`src/rtl/tpuv1_mm_sequencer.sv`:
```
`default_nettype none
// ============================================================================
// Module   : tpuv1_mm_sequencer
// Purpose  : Sequences one matrix-multiply pass of the systolic array.
//            Decodes the host command write, drives skewed A/B feed and
//            array compute enables, pulses done, and blocks host writes
//            into the A/B/C windows while a pass is in flight.
// Revision : 1.0 - initial release
// ============================================================================
module tpuv1_mm_sequencer #(
  parameter int unsigned       DIM      = 8,
  parameter int unsigned       ADDRW    = 16,
  parameter logic [ADDRW-1:0]  A_BASE   = 'h100,
  parameter logic [ADDRW-1:0]  C_END    = 'h400,
  parameter logic [ADDRW-1:0]  CMD_ADDR = 'h400,
  parameter int unsigned       CNTW     = $clog2(3*DIM-2)
) (
  input  logic             clk,
  input  logic             rst,
  input  logic             host_wr,
  input  logic [ADDRW-1:0] host_addr,
  input  logic             abort,
  output logic             busy,
  output logic             done,
  output logic             en_sa,
  output logic             en_ab,
  output logic [CNTW-1:0]  feed_idx,
  output logic             host_wr_blk,
  output logic             cmd_ovr
);

  // Last RUN count (feed plus drain) and last count that still feeds A/B.
  localparam logic [CNTW-1:0] C_RUN_LAST  = CNTW'(3*DIM-3);
  localparam logic [CNTW-1:0] C_FEED_LAST = CNTW'(2*DIM-2);

  typedef enum logic [1:0] {
    S_IDLE = 2'd0,
    S_RUN  = 2'd1,
    S_DONE = 2'd2
  } state_t;

  state_t          state_q, state_d;
  logic [CNTW-1:0] cnt_q, cnt_d;
  logic            cmd_ovr_q, cmd_ovr_d;
  logic            cmd;

  assign cmd = host_wr && (host_addr == CMD_ADDR);

  // State register, pass counter and sticky overrun flag.
  always_ff @(posedge clk or posedge rst) begin
    if (rst) begin
      state_q   <= S_IDLE;
      cnt_q     <= '0;
      cmd_ovr_q <= 1'b0;
    end else begin
      state_q   <= state_d;
      cnt_q     <= cnt_d;
      cmd_ovr_q <= cmd_ovr_d;
    end
  end

  // Next-state logic; a command arriving while busy is dropped but recorded,
  // and abort takes priority over both the command and the normal count.
  always_comb begin
    state_d   = state_q;
    cnt_d     = cnt_q;
    cmd_ovr_d = cmd_ovr_q | (busy & cmd);
    case (state_q)
      S_IDLE: begin
        if (cmd) begin
          state_d = S_RUN;
          cnt_d   = '0;
        end
      end
      S_RUN: begin
        if (abort) begin
          state_d = S_IDLE;
          cnt_d   = '0;
        end else if (cnt_q == C_RUN_LAST) begin
          state_d = S_DONE;
          cnt_d   = '0;
        end else begin
          cnt_d   = cnt_q + CNTW'(1);
        end
      end
      S_DONE: begin
        state_d = S_IDLE;
        cnt_d   = '0;
      end
      default: begin
        state_d = S_IDLE;
        cnt_d   = '0;
      end
    endcase
  end

  // Outputs decoded from state; feed_idx is forced to zero outside RUN.
  always_comb begin
    busy        = (state_q != S_IDLE);
    en_sa       = (state_q == S_RUN);
    en_ab       = en_sa && (cnt_q <= C_FEED_LAST);
    feed_idx    = en_sa ? cnt_q : '0;
    done        = (state_q == S_DONE);
    host_wr_blk = busy && host_wr && (host_addr >= A_BASE) && (host_addr < C_END);
    cmd_ovr     = cmd_ovr_q;
  end

endmodule
`default_nettype wire

```
`config.mk`:
```
export PLATFORM = sky130hd
export DESIGN_NAME = tpuv1_mm_sequencer
export DESIGN_NICKNAME = d
export VERILOG_FILES = /design/src/rtl/tpuv1_mm_sequencer.sv
export SDC_FILE = /design/constraint.sdc
export NUM_CORES = 1
export LEC_CHECK = 0
export BUFFER_PORTS_ARGS = -buffer_cell sky130_fd_sc_hd__buf_2
export CORE_AREA = 2 2 39 41
export CTS_CLUSTER_SIZE = 14
export DETAILED_ROUTE_END_ITERATION = 16
export DIE_AREA = 0 0 41 43
export PLACE_DENSITY = 0.83
export SLEW_MARGIN = 20
export SYNTH_ARGS = -nofsm -noshare
export SYNTH_HDL_FRONTEND = slang
export SYNTH_SLANG_ARGS = --single-unit
```
`constraint.sdc`:
```
create_clock -name clk -period 4.3 [get_ports clk]
set_input_delay 0.215 -clock clk [delete_from_list [all_inputs] [get_ports clk]]
set_output_delay 0.215 -clock clk [all_outputs]
set_load 0.005 [all_outputs]
```
==> metrics.txt <==
run status finished clean; Clock Tree Root clkbuf_4; Pins Over Slew Limit 0; leakage 0.382 nW; clock buffer depth 2; worst-path fanout max 7; GRT Residual Overflow 0; Switch Pwr 0.0458 mW; clk sinks 8; CTS clk-pin slew, worst paths 60 ps; core area 0.00138 sq mm; total chip power 0.170 mW; Peak VDD IR 122 uV; antenna violations before repair 0; P_int 0.124 mW; GRT Util Overall 18.8%; worst clock skew 2.97 ps; Core Rows 14; First-pass DRT Iterations 5; Post-CTS Setup Bufs 0; Residual DRC 0; vias in the first global route 564; FF-to-FF Start cnt_q[1]; die area 0.00176 sq mm; PortBufs 30; Initial Util 36.9%; post-route cell area 713 sq um; TritonCTS clock tree yes; cts bufs inserted 3; hpwl dp 1110 um; Hold Crit Start abort; DR vias/cell 5.20; Flop pwr share 49.7%; worst hold path type in2reg; post_cts resized 0; most frequent cells in the layout buf_2 (30), nor2_1 (9), inv_1 (8), dfrtp_1 (8), nand2_1 (6); leading cell type in the layout, fill and taps excluded buf_2; die height 43 um; critical path type reg2reg; part of the power in combinational logic 14.8%; clk_lat worst skew 260 ps; layout cells sized above 1 35.8%; DIE WIDTH 41 um; first-pass GRT wire length 2200 um; setup slack, reg-to-reg 2560 ps; Mapped Cells 61; final hold vios 0; Worst EP required 4480 ps; number of max-cap violations 0; Mapped Area 510 sq um; sequential share of the synthesized area 39.2%; Syn. warnings 0; CP arrival 1920 ps; Reg2Reg Depth 6; Post-Route Setup TNS 0 ps; Critical Path End Type register; Net Sw Frac 26.9%; DRT Wirelength 1330 um; Nets 120; worst-margin pin slew 392 ps; RSZ-0062 raised after global routing no; Area Growth Syn to Fin 39.7%; layout filler cell count 143; DR WL/cell 12.0 um; Placed Area 681 sq um; Tmin final 1740 ps; final setup fails 0; flops & latches, synth 8; drt initial violations 13; Fmax 576 MHz; Worst Hold Path Cells 2; Min-Delay Endpoint state_q[1]; number of top-level pins 31; fin crit share 40.4%; Placer Congestion 0.765; Clk network pwr share 35.5%; remaining antenna violation count 0; cts hold-fix bufs 1; Netlist cell types 25; fin util 51.5%; routed via count 577; Antenna Cells 0; Slew HR 73.5%; Synthesized Nets 84; CP startpoint kind register; PD cells 239 mW/mm^2; syn avg cell area 8.37 sq um; htree depth 1; Critical R2R Capture cnt_q[4]; pin count of the biggest net entering global routing 9
==> state kept, by name, summed over array words and instances (netlist names) <==
| register | count |
|---|---|
| cmd_ovr | 1 |
| state_q | 2 |
| cnt_q | 5 |
==> Yosys cell counts, drive strengths merged <==
master / n / area share, %
a211o: 1 / 1.7
a21o: 1 / 1.5
a21oi: 1 / 0.98
and3b: 1 / 1.7
dfrtp: 8 / 39
ha: 3 / 7.4
inv: 8 / 5.9
mux2i: 1 / 2.0
nand2: 6 / 4.4
nand2b: 2 / 2.5
nand3: 2 / 2.0
nand4b: 1 / 1.7
nor2: 9 / 6.6
nor2b: 1 / 1.2
nor3: 1 / 0.98
nor4: 2 / 2.5
nor4b: 2 / 3.4
o21ai: 4 / 3.9
o21bai: 2 / 2.9
o221ai: 1 / 1.7
o22ai: 1 / 1.2
o311a: 1 / 2.0
or3: 2 / 2.7
==> final cells by class <==
class                           count  area [sq um]  share of cell area, %
Timing Repair Buffer               31           160                   22.5
Multi-Input combinational cell     45           280                   39.3
Tap cell                           16          20.0                   2.81
Clock buffer                        3          22.5                   3.16
Inverter                            8          30.0                   4.21
Sequential cell                     8           200                   28.1
==> layer usage <==
layer,routed length [um],share of wire [%],track usage (%)
met1,488,37,21.6
met2,692,52,30.0
met3,103,7.8,1.57
met4,43,3.2,14.0
met5,0,0,0
==> how the worst max path moves through the flow <==
stage	cells after the start	start	end
after floorplan	6	cnt_q[1]	cnt_q[4]
after global placement	6	cnt_q[1]	cnt_q[4]
after detailed placement	6	cnt_q[1]	cnt_q[4]
after CTS	6	cnt_q[1]	cnt_q[4]
after global routing	6	cnt_q[1]	cnt_q[4]
final	6	cnt_q[1]	cnt_q[4]
==> critical path, cell delays in order (launching register included) <==
cell and delay (ps):
dfrtp_1 390, inv_1 80, ha_1 180, and3b_1 190, a211o_1 380, or3_1 370, o221ai_1 70
==> through the flow <==
stage | hold slack, ps | cells | setup WS, ps
final | 119 | 111 | 2560
after floorplan | 30.7 | 61 | 2680
after detailed placement | 183 | 107 | 2560
after CTS | 123 | 111 | 2550
after global placement | 175 | 107 | 2630
after global routing | 123 | 111 | 2440
==> power groups by stage <==
stage,logic (mW),clock network (mW),registers [mW]
finish,0.0252,0.0604,0.0846
global route,0.0290,0.0650,0.0855
CTS,0.0255,0.0605,0.0846
detailed placement,0.0247,0,0.0860
global placement,0.0231,0,0.0853
floorplan,0.0125,0,0.0846
==> kinds of logic after synthesis <==
group / Yosys count / synth area share [%]
compound gates: 12 / 15.9
fa+ha+maj: 3 / 7.35
buf+inv: 8 / 5.88
flops: 8 / 39.2
mux: 1 / 1.96
simple gates: 29 / 29.7
Note: power is estimated with default switching activity, not from simulation.
